**config.mk**
```make
export PLATFORM = sky130hd
export DESIGN_NAME = mem_arbiter
export DESIGN_NICKNAME = d
export VERILOG_FILES = /design/src/rtl/mem_arbiter.sv
export SDC_FILE = /design/constraint.sdc
export NUM_CORES = 1
export LEC_CHECK = 0
export ABC_AREA = 1
export CAP_MARGIN = 10
export CORE_UTILIZATION = 24
export DETAILED_ROUTE_END_ITERATION = 10
export SETUP_SLACK_MARGIN = 0.4
export SLEW_MARGIN = 25
export SYNTH_ARGS = -nofsm -noshare
export SYNTH_HDL_FRONTEND = slang
export SYNTH_SLANG_ARGS = --single-unit
```
**constraint.sdc**
```tcl
create_clock -name CLK -period 1.3 [get_ports CLK]
set_input_delay 0.195 -clock CLK [delete_from_list [all_inputs] [get_ports CLK]]
set_output_delay 0.195 -clock CLK [all_outputs]
set_load 0.005 [all_outputs]
```
**src/rtl/mem_arbiter.sv**
```systemverilog
// Arbitrates one unified RAM port between instruction fetch and data access.
// Data wins by default; a saturating starvation counter forces a pending fetch through.
module mem_arbiter #(
    parameter int ADDR_W     = 32,
    parameter int DATA_W     = 32,
    parameter int STARVE_MAX = 4
) (
    input  logic              CLK,
    input  logic              nRST,
    // instruction-fetch side
    input  logic              iREN,
    input  logic [ADDR_W-1:0] iaddr,
    output logic [DATA_W-1:0] iload,
    output logic              iwait,
    // data-access side
    input  logic              dREN,
    input  logic              dWEN,
    input  logic [ADDR_W-1:0] daddr,
    input  logic [DATA_W-1:0] dstore,
    output logic [DATA_W-1:0] dload,
    output logic              dwait,
    // RAM side
    output logic              ramREN,
    output logic              ramWEN,
    output logic [ADDR_W-1:0] ramaddr,
    output logic [DATA_W-1:0] ramstore,
    input  logic [DATA_W-1:0] ramload,
    input  logic              ramready
);

    localparam int CNT_W = $clog2(STARVE_MAX + 1);
    localparam logic [CNT_W-1:0] STARVE_LIM = CNT_W'(STARVE_MAX);

    typedef enum logic [1:0] {
        IDLE   = 2'd0,
        IGRANT = 2'd1,
        DGRANT = 2'd2
    } state_e;

    state_e            state_q, state_d;
    logic [ADDR_W-1:0] addr_q, addr_d;
    logic [DATA_W-1:0] store_q, store_d;
    logic              wr_q, wr_d;
    logic [CNT_W-1:0]  starve_cnt_q, starve_cnt_d;

    logic pick_en;
    logic d_req;
    logic i_forced;

    // A new grant is chosen from IDLE every cycle, or when the current access completes;
    // a withdrawn request never shortens an access already on the RAM port.
    assign pick_en  = (state_q == IDLE) || ramready;
    assign d_req    = dREN || dWEN;
    assign i_forced = iREN && (starve_cnt_q == STARVE_LIM);

    always_comb begin
        // NOTE: every variable gets its hold value first so no path through this block infers a latch.
        state_d      = state_q;
        addr_d       = addr_q;
        store_d      = store_q;
        wr_d         = wr_q;
        starve_cnt_d = starve_cnt_q;

        if (pick_en) begin
            if (d_req && !i_forced) begin
                state_d = DGRANT;
                addr_d  = daddr;
                store_d = dstore;
                wr_d    = dWEN;
                if (!iREN) begin
                    starve_cnt_d = '0;
                end else if (starve_cnt_q != STARVE_LIM) begin
                    starve_cnt_d = starve_cnt_q + 1'b1;
                end
            end else if (iREN) begin
                state_d      = IGRANT;
                addr_d       = iaddr;
                store_d      = '0;
                wr_d         = 1'b0;
                starve_cnt_d = '0;
            end else begin
                state_d = IDLE;
            end
        end
    end

    always_ff @(posedge CLK or negedge nRST) begin
        if (!nRST) begin
            state_q      <= IDLE;
            addr_q       <= '0;
            store_q      <= '0;
            wr_q         <= 1'b0;
            starve_cnt_q <= '0;
        end else begin
            // NOTE: non-blocking updates keep every register sampling pre-edge values.
            state_q      <= state_d;
            addr_q       <= addr_d;
            store_q      <= store_d;
            wr_q         <= wr_d;
            starve_cnt_q <= starve_cnt_d;
        end
    end

    // Strobes decode straight from registered state, so reset drops them without a glitch.
    assign ramREN   = (state_q == IGRANT) || ((state_q == DGRANT) && !wr_q);
    assign ramWEN   = (state_q == DGRANT) && wr_q;
    assign ramaddr  = addr_q;
    assign ramstore = store_q;

    assign iwait = !((state_q == IGRANT) && ramready);
    assign dwait = !((state_q == DGRANT) && ramready);
    assign iload = (state_q == IGRANT) ? ramload : '0;
    assign dload = (state_q == DGRANT) ? ramload : '0;

endmodule

```
### Word-level counts from Yosys, hierarchy flattened

Index checks and enable logic that the tools add are counted.

| operators by class | value |
|---|---|
| multipliers | 0 |
| div/mod/pow operators | 0 |
| add/subtract/negate cells | 1 |
| multiplexer cells | 14 |
| order comparisons | 0 |
| equality and inequality tests | 5 |
| reduce and logical (&&, ||, !) cells | 17 |
| shift-type cells | 0 |
| bitwise logic cells | 0 |

Operators by type and width:

| operator | count |
|---|---|
| 2-to-1 mux 32 bit | 6 |
| 2-to-1 mux 3 bit | 4 |
| logical AND 1 bit | 6 |
| zero test 1 bit | 4 |
| adder 3 x 1 -> 3 bit, second input constant | 1 |
| == test 3 bit, second input constant | 1 |
| logical OR 1 bit | 3 |
| 2-to-1 mux 1 bit | 3 |
| != test 3 x 2 -> 1 bit, second input constant | 1 |
| != test 3 bit, second input constant | 1 |
| AND reduction 3 bit | 1 |
| == test 2 x 1 -> 1 bit, second input constant | 1 |
| == test 2 bit, second input constant | 1 |
| zero test 2 bit | 1 |
| 2-to-1 mux 2 bit | 1 |
| AND reduction 2 bit | 1 |
| nonzero test 2 bit | 1 |

| storage, ports and cells | value |
|---|---|
| RAM bits | 0 |
| bits in read-only memories | 0 |
| logic and storage cells | 42 |
| bits in latches | 0 |
| input port bits | 134 |
| memories | 0 |
| output and inout bits | 132 |
| bits in registers | 70 |

### Depth between registers and ports, before layout

Gate-level depths: netlist of run 1.

| depth | value |
|---|---|
| depth after elaboration | 6 |
| depth in mapped cells | 9 |
| depth with buffers taken out | 8 |

### Worst setup path before layout of run 1

OpenSTA, ideal clock, no wires.

| timing | value |
|---|---|
| path kind | reg2reg |
| start point | register starve_cnt_q[0] |
| end point | register addr_q[23] (netlist: ramaddr[23]) |
| period minus slack after synthesis | 1.299 ns |
| stages on the path, launching flop included | 10 |
| path slack | 0.001 ns |
| library setup time | 0.116 ns |
| arrival | 1.182 ns |
| path buffers | 2 |
| data required time | 1.184 ns |
| cells stage by stage | dfrtp_1 -> inv_1 -> ha_1 -> nand3_2 -> buf_4 -> buf_2 -> nand3_1 -> nand2_1 -> nand2_1 -> nand2_1 |

| between the ends | value |
|---|---|
| word-level cells in the longest chain between the ends | 6 |
| elaborated cells on any way between the ends | 7 |
| those cells by class | eq/ne: 1; mux: 1; reduce/logical: 5 |

RTL lines:

| what | RTL line | text |
|---|---|---|
| from (decl) | 44 | `logic [CNT_W-1:0] starve_cnt_q, starve_cnt_d;` |
| from (signal assigned) | 100 | `starve_cnt_q <= starve_cnt_d;` |
| == test 3 bit * | 54 | `assign i_forced = iREN && (starve_cnt_q == STARVE_LIM);` |
| logical AND 1 bit * | 54 |  |
| zero test 1 bit * | 65 | `if (d_req && !i_forced) begin` |
| logical AND 1 bit * | 65 |  |
| nonzero test 2 bit (no source line) | n/a |  |
| AND reduction 2 bit (no source line) | n/a |  |
| to (signal assigned) | 97 | `addr_q <= addr_d;` |
| to (decl) | 41 | `logic [ADDR_W-1:0] addr_q, addr_d;` |

Mark *: on every way between the ends. The rest lies on a longest branch, timed or not.
A chain may end at the register's enable or synchronous reset.

### Worst setup path after layout of run 1

| timing | value |
|---|---|
| start point | register state_q[0] |
| end point | output dload[27] |

| between the ends | value |
|---|---|
| word-level cells in the longest chain between the ends | 2 |

RTL lines:

| what | RTL line | text |
|---|---|---|
| from (decl) | 40 | `state_e state_q, state_d;` |
| from (signal assigned) | 96 | `state_q <= state_d;` |
| == test 2 bit | 113 | `assign dload = (state_q == DGRANT) ? ramload : '0;` |
| 2-to-1 mux 32 bit | 113 |  |
| to (decl) | 20 | `output logic [DATA_W-1:0] dload,` |

No other way between the ends.

==> qor.yml, run 1 <==
yosys.area.top_type: "dfrtp_1"
r2r_end: "ramstore[17]"
dieArea_sq_um: 16330
slowest_delay_ns: 0.40
dp.cells: 1009
reg2reg_setup_slack_ns: -0.49
crit_fanout: 7
finalWorstSetupSlack_ns: -0.5957
yosysSeqAreaShare_pct: 46.13
grt_pass1_vias: 5004
track_usage_pct: 20.39
ys_seq_elements: 70
cp-end-kind: "primary output"
vias_per_cell: 4.407
required_ns: 1.11
critPathLaunchType: "register"
synth_cells: 542
fp.dieW_um: 127.8
netlist_top_cells_area: "dfrtp_1, nand2_1, nand3_1, nor2_1, inv_1"
hpwl_um: 10530
critPathCapture: "dload[27]"
fin_cells: 1139
drive_above_1_share_pct: 51.29
r2r_start: "state_q[1]"
core_sq_um: 15310
switchingPower_uw: 3109
swShare_pct: 31.71
nets: 1060
die_h_um: 127.8
setup_viol: 137
clkPwrFrac_pct: 24.7
combPwrFrac_pct: 46.8
fillers: 1293
yosysTopAreaCellShare_pct: 46.13
p_leak_uw: 0.004722
syn_nets: 678
synth_area_sq_um: 3797
top_layer: "met4"
wl_met3_um: 1098
reg2reg_depth: 11
dr.pass1.iters: 6
pre_cts_slack_ns: -0.3786
crit_chain: "buf_6 -> nor2_4 -> clkinv_4 -> buf_6 -> buf_12 -> buf_16 -> nor2_4 -> buf_2"
fin_skew_ns: 0.006353
pwr-share-seq_pct: 28.5
ys_warn_count: 0
ir_worst_vdd_mv: 0.5700
grt_pass1_wl_um: 25990
path_clk_slew_ns: 0.06
post-route-cell-area_sq_um: 9143
status: "complete, but fails checks"
netlist-cell-type-count: 22
grt-ovfl-total: 0
synth.avg_cell_area_sq_um: 7.006
num_io_pins: 266
slowest_stage: "dfrtp_1"
cts_tree: "built"
hold_viol: 0
diodes: 0
initial_core_util_pct: 24.80
fmax_ghz: 0.5275
cts.sinks: 70
grt_max_degree: 71
vias: 5020
maxSlewHeadroom_pct: 73.60
holdWs_ns: 0.4070
drtIter0Drc: 101
h-tree-depth: 3
drt-total-wl_um: 17010
tightestPinTransition_ns: 0.3960
mostFrequentLayoutCell: "nand2_1"
place_area_sq_um: 7335
mostFrequentLayoutCells: "nand2_1, clkdlybuf4s50_1, buf_2"
antenna_found_initial: 0
cts-buffers-inserted: 9
worst-setup-path-type: "reg -> out"
gp_congestion: 0.8150
period_share_pct: 145.8
powerDensity_nw_per_um2: 1072
met2_length_um: 9128
clk_path_buf_depth: 2
clock_tree.root_cell: "clkbuf_16"
fin_crit_ns: 1.896
slew_viol_final: 0
violations: "negative setup slack"
wl_met1_um: 6536
internal-power_uw: 6694
port_buffers: 265
hold_class: "in -> async"
antenna_left: 0
drc: 0
worstPathArrival_ns: 1.70
wl_per_cell_um: 14.93
area_delta_synth_final_pct: 140.8
crit_start: "state_q[0]"
drv_cap: 0
rsz0062_at_grt: "yes"
insertion_delay_ns: 0.33
rows: 45
-- sequential cells by signal, indices dropped and copies added (netlist names) --
signal and cells:
ramaddr 32, ramstore 32, starve_cnt_q 3, state_q 2, wr_q 1
-- logic make-up after synthesis --
logic type | count (synthesis) | share of synthesized area [%]
fa+ha+maj | 2 | 0.6589
buf+inv | 81 | 10.25
flops | 70 | 46.13
simple gates | 351 | 37.43
compound gates | 38 | 5.536
-- layer usage --
layer	vias to the layer above	global-route usage [%]
met4	0	5.329
met2	201	38.08
met1	2351	22.86
met5	-	0
met3	20	5.175
li1	2448	-
-- timing repair --
action,CTS,global route
cloned,19,0
resized for setup,658,113
hold endpoints to repair,70,0
hold buffers,1,0
setup endpoints to repair,202,202
pin swaps,24,23
setup buffers,55,40
-- power by group through the flow --
stage	registers, uW	clock network [uW]	logic (uW)
final	2800	2420	4590
after global routing	2840	2580	4910
after CTS	2780	2490	3930
after detailed placement	2790	0	3050
after global placement	2790	0	3010
after floorplan	2810	0	1260
-- final cells by class --
type,count,area (sq um),area share [%]
sequential,70,1752,19.16
tap,211,264.0,2.888
clock buffer,11,242.7,2.655
inverter,44,175.2,1.916
multi-input combinational,392,2706,29.60
timing repair buffer,407,3955,43.26
clock inverter,4,47.55,0.5200
-- worst max-delay path: cells and delay by family, from the launching register on --
| kind | cells | cell delay (ns) |
|---|---|---|
| AND/OR/NAND/NOR | 2 | 0.20 |
| buffers and inverters | 6 | 0.76 |
| flip-flops | 1 | 0.40 |
-- cells in the mapped netlist --
library cell    n
o21ai_2         2
o22ai_1         1
inv_1          41
o21ai_1        14
clkinv_1        2
nand2_2         2
nor2_1         71
inv_2           1
buf_6           4
nand4_1         1
o21ai_4         1
buf_4          11
buf_1           3
buf_2          11
nand2_1       209
nand3_1        66
nand3_2         1
ha_1            2
clkbuf_1        8
nor2_4          1
o21ai_0        20
dfrtp_1        70
-- how the worst min path moves through the flow --
stage	from	endpoint	slack, ns	depth (start not counted)
after floorplan	nRST	ramaddr[0]	-0.10	0
after global placement	nRST	ramstore[11]	0.24	2
after global routing	nRST	ramstore[11]	0.43	3
after detailed placement	nRST	ramstore[9]	0.24	2
final	nRST	ramstore[11]	0.41	3
after CTS	nRST	ramstore[9]	0.44	3
-- stage by stage --
stage	setup TNS [ns]	utilization, %	power [uW]
after floorplan	0	-	4064
final	-58.28	59.70	9803
after global placement	-38.23	47.89	5800
after detailed placement	-40.71	47.89	5846
after CTS	-53.59	55.01	9206
after global routing	-67.32	59.70	10330
Power figures use the tool's default switching activity.
==> inputs of run 2 (changes only) <==
GPL_TIMING_DRIVEN = 0   (was not set)
==> qor.yml, run 2 (synthesized netlist as in run 1, its figures left out) <==
status: "complete, but fails checks"
violations: "negative hold slack, negative setup slack"
core_sq_um: 15310  # unchanged
cts_tree: "built"
register_area_sq_um: 1753  # about the same
clk_path_buf_depth: 2  # unchanged
antenna_found_initial: 0  # unchanged
gp_congestion: 0.8498  # +4.3%
grt_max_degree: 42  # -41%
reg2reg_depth: 9  # -2
fin_skew_ns: 0.005355  # -0.0009988 ns
fmax_ghz: 0.5562  # +5.4%
fp.dieW_um: 127.8  # unchanged
dieArea_sq_um: 16330  # unchanged
drt-total-wl_um: 17590  # +3.4%
r2r_start: "state_q[1]"
path_clk_slew_ns: 0.06  # about the same
critPathLaunchType: "register"
crit_chain: "buf_6 -> inv_4 -> nor2_4 -> clkinv_4 -> buf_6 -> buf_6 -> o21ai_2 -> buf_2"
multi_input_area_sq_um: 2479  # -8.4%
mostFrequentLayoutCells: "nand2_1, clkdlybuf4s50_1, buf_2"
initial_core_util_pct: 24.80  # unchanged
drv_cap: 0  # unchanged
slowest_stage: "dfrtp_1"
insertion_delay_ns: 0.33  # about the same
hpwl_um: 11700  # +11%
swShare_pct: 30.54  # -1.2 points
r2r_end: "ramstore[19]"
cts-buffers-inserted: 9  # unchanged
drive_above_1_share_pct: 51.53  # +0.23 points
setup_viol: 136  # -0.73%
clock_tree.root_cell: "clkbuf_16"
grt-ovfl-total: 0  # unchanged
fillers: 1321  # +2.2%
dr.pass1.iters: 4  # -2
h-tree-depth: 3  # unchanged
crit_fanout: 8  # +1
internal-power_uw: 6770  # +1.1%
rsz0062_at_grt: "yes"
vias_per_cell: 4.405  # about the same
grt_pass1_vias: 5254  # +5.0%
vias: 5110  # +1.8%
antenna_left: 0  # unchanged
worstPathArrival_ns: 1.60  # -0.10 ns
mostFrequentLayoutCell: "nand2_1"
pwr-share-seq_pct: 28.4  # about the same
clkPwrFrac_pct: 28.5  # +3.8 points
worst-setup-path-type: "reg -> out"
rows: 45  # unchanged
post-route-util_pct: 58.02  # -1.7 points
period_share_pct: 138.3  # -7.5 points
cpMostUsedCell: "buf_6"
p_leak_uw: 0.004510  # -4.5%
combPwrFrac_pct: 43.0  # -3.8 points
cts.sinks: 70  # unchanged
cp-end-kind: "primary output"
slowest_delay_ns: 0.37  # -0.03 ns
reg2reg_setup_slack_ns: -0.38  # +0.11 ns
finalWorstSetupSlack_ns: -0.4980  # +0.09771 ns
fin_crit_ns: 1.798  # -0.09771 ns
slew_viol_final: 0  # unchanged
tightestPinTransition_ns: 0.5218  # +0.1258 ns
grt_pass1_wl_um: 26850  # +3.3%
hold_class: "in -> async"
area_delta_synth_final_pct: 134.0
die_h_um: 127.8  # unchanged
hold_viol: 29  # +29
drtIter0Drc: 151  # +50%
cp_top_family: "buffers and inverters"
drc: 0  # unchanged
powerDensity_nw_per_um2: 1097  # +2.3%
port_buffers: 264  # -0.38%
num_io_pins: 266  # unchanged
ir_worst_vdd_mv: 0.6606  # +16%
finalSetupTns_ns: -49.89  # +8.394 ns
nets: 1080  # +1.9%
maxSlewHeadroom_pct: 65.08  # -8.5 points
holdWs_ns: -0.2043  # -0.6114 ns
diodes: 0  # unchanged
track_usage_pct: 21.13  # +0.74 points
cp_num_buf_inv: 6  # unchanged
wl_per_cell_um: 15.17  # +1.6%
required_ns: 1.11  # about the same
switchingPower_uw: 2976  # -4.3%
==> run 2: changes by cell type in the layout (fill, tap and decap cells not counted), moves of 12 or more <==
| cell | before | now |
|---|---|---|
| buf_16 | 19 | 3 |
| buf_12 | 23 | 8 |
| buf_8 | 6 | 18 |
| nand2_2 | 36 | 74 |
| nand2_4 | 39 | 4 |
| buf_4 | 60 | 72 |
| o21ai_2 | 31 | 17 |
| o21ai_1 | 3 | 18 |
| buf_6 | 43 | 59 |
==> run 2: power by group through the flow <==
stage | clock (uW) | combinational (uW) | sequential [uW]
6_report | 2780 | 4190 | 2770
3_3_place_gp | 0 | 3030 | 2790
2_1_floorplan | 0 | 1260 | 2810
4_1_cts | 2820 | 3840 | 2770
3_5_place_dp | 0 | 3070 | 2790
5_1_grt | 2920 | 4510 | 2810
==> run 2: cell type report <==
type	instances	share of cell area, %
plain buffers	37	5.365
clock buffers	13	3.041
clock inverters	3	0.7322
inverters	44	1.999
multi-input cells	392	27.89
flip-flops and latches	70	19.73
well taps	211	2.971
repair buffers	390	38.27
==> run 2: worst max-delay path by stage <==
stage / startpoint / endpoint / slack [ns] / cells after the start
after floorplan: starve_cnt_q[0] / ramaddr[23] / 0.05 / 9
after global placement: nRST / ramaddr[26] / -2.47 / 1
after detailed placement: state_q[1] / dload[10] / -0.51 / 6
after CTS: state_q[1] / ramREN / -0.53 / 8
after global routing: state_q[1] / ramREN / -0.61 / 8
final: state_q[1] / ramREN / -0.50 / 8
==> run 2: metal layers <==
layer	part of all wire (%)	vias to the layer above	GRT usage [%]
met2	52	217	38.46
li1	-	2481	-
met5	0	-	0
met4	1.9	0	5.952
met3	6.7	26	4.716
met1	40	2386	24.75
==> run 2: metrics by stage <==
stage | cell area, sq um | power [uW] | worst slack (ns) | cells
after global routing | 8886 | 10240 | -0.6125 | 1160
after CTS | 8533 | 9427 | -0.5324 | 1138
after floorplan | 4434 | 4064 | 0.04758 | 542
final | 8886 | 9747 | -0.4980 | 1160
after detailed placement | 7358 | 5858 | -0.5090 | 1018
after global placement | 7341 | 5813 | -2.468 | 1017
==> run 2: timing repair <==
item | in CTS | in global routing
endpoints found under the setup margin | 202 | 202
hold endpoints to repair | 29 | 29
setup buffers | 89 | 21
pin swaps | 40 | 7
resized for setup | 702 | 60
gates cloned | 15 | 1
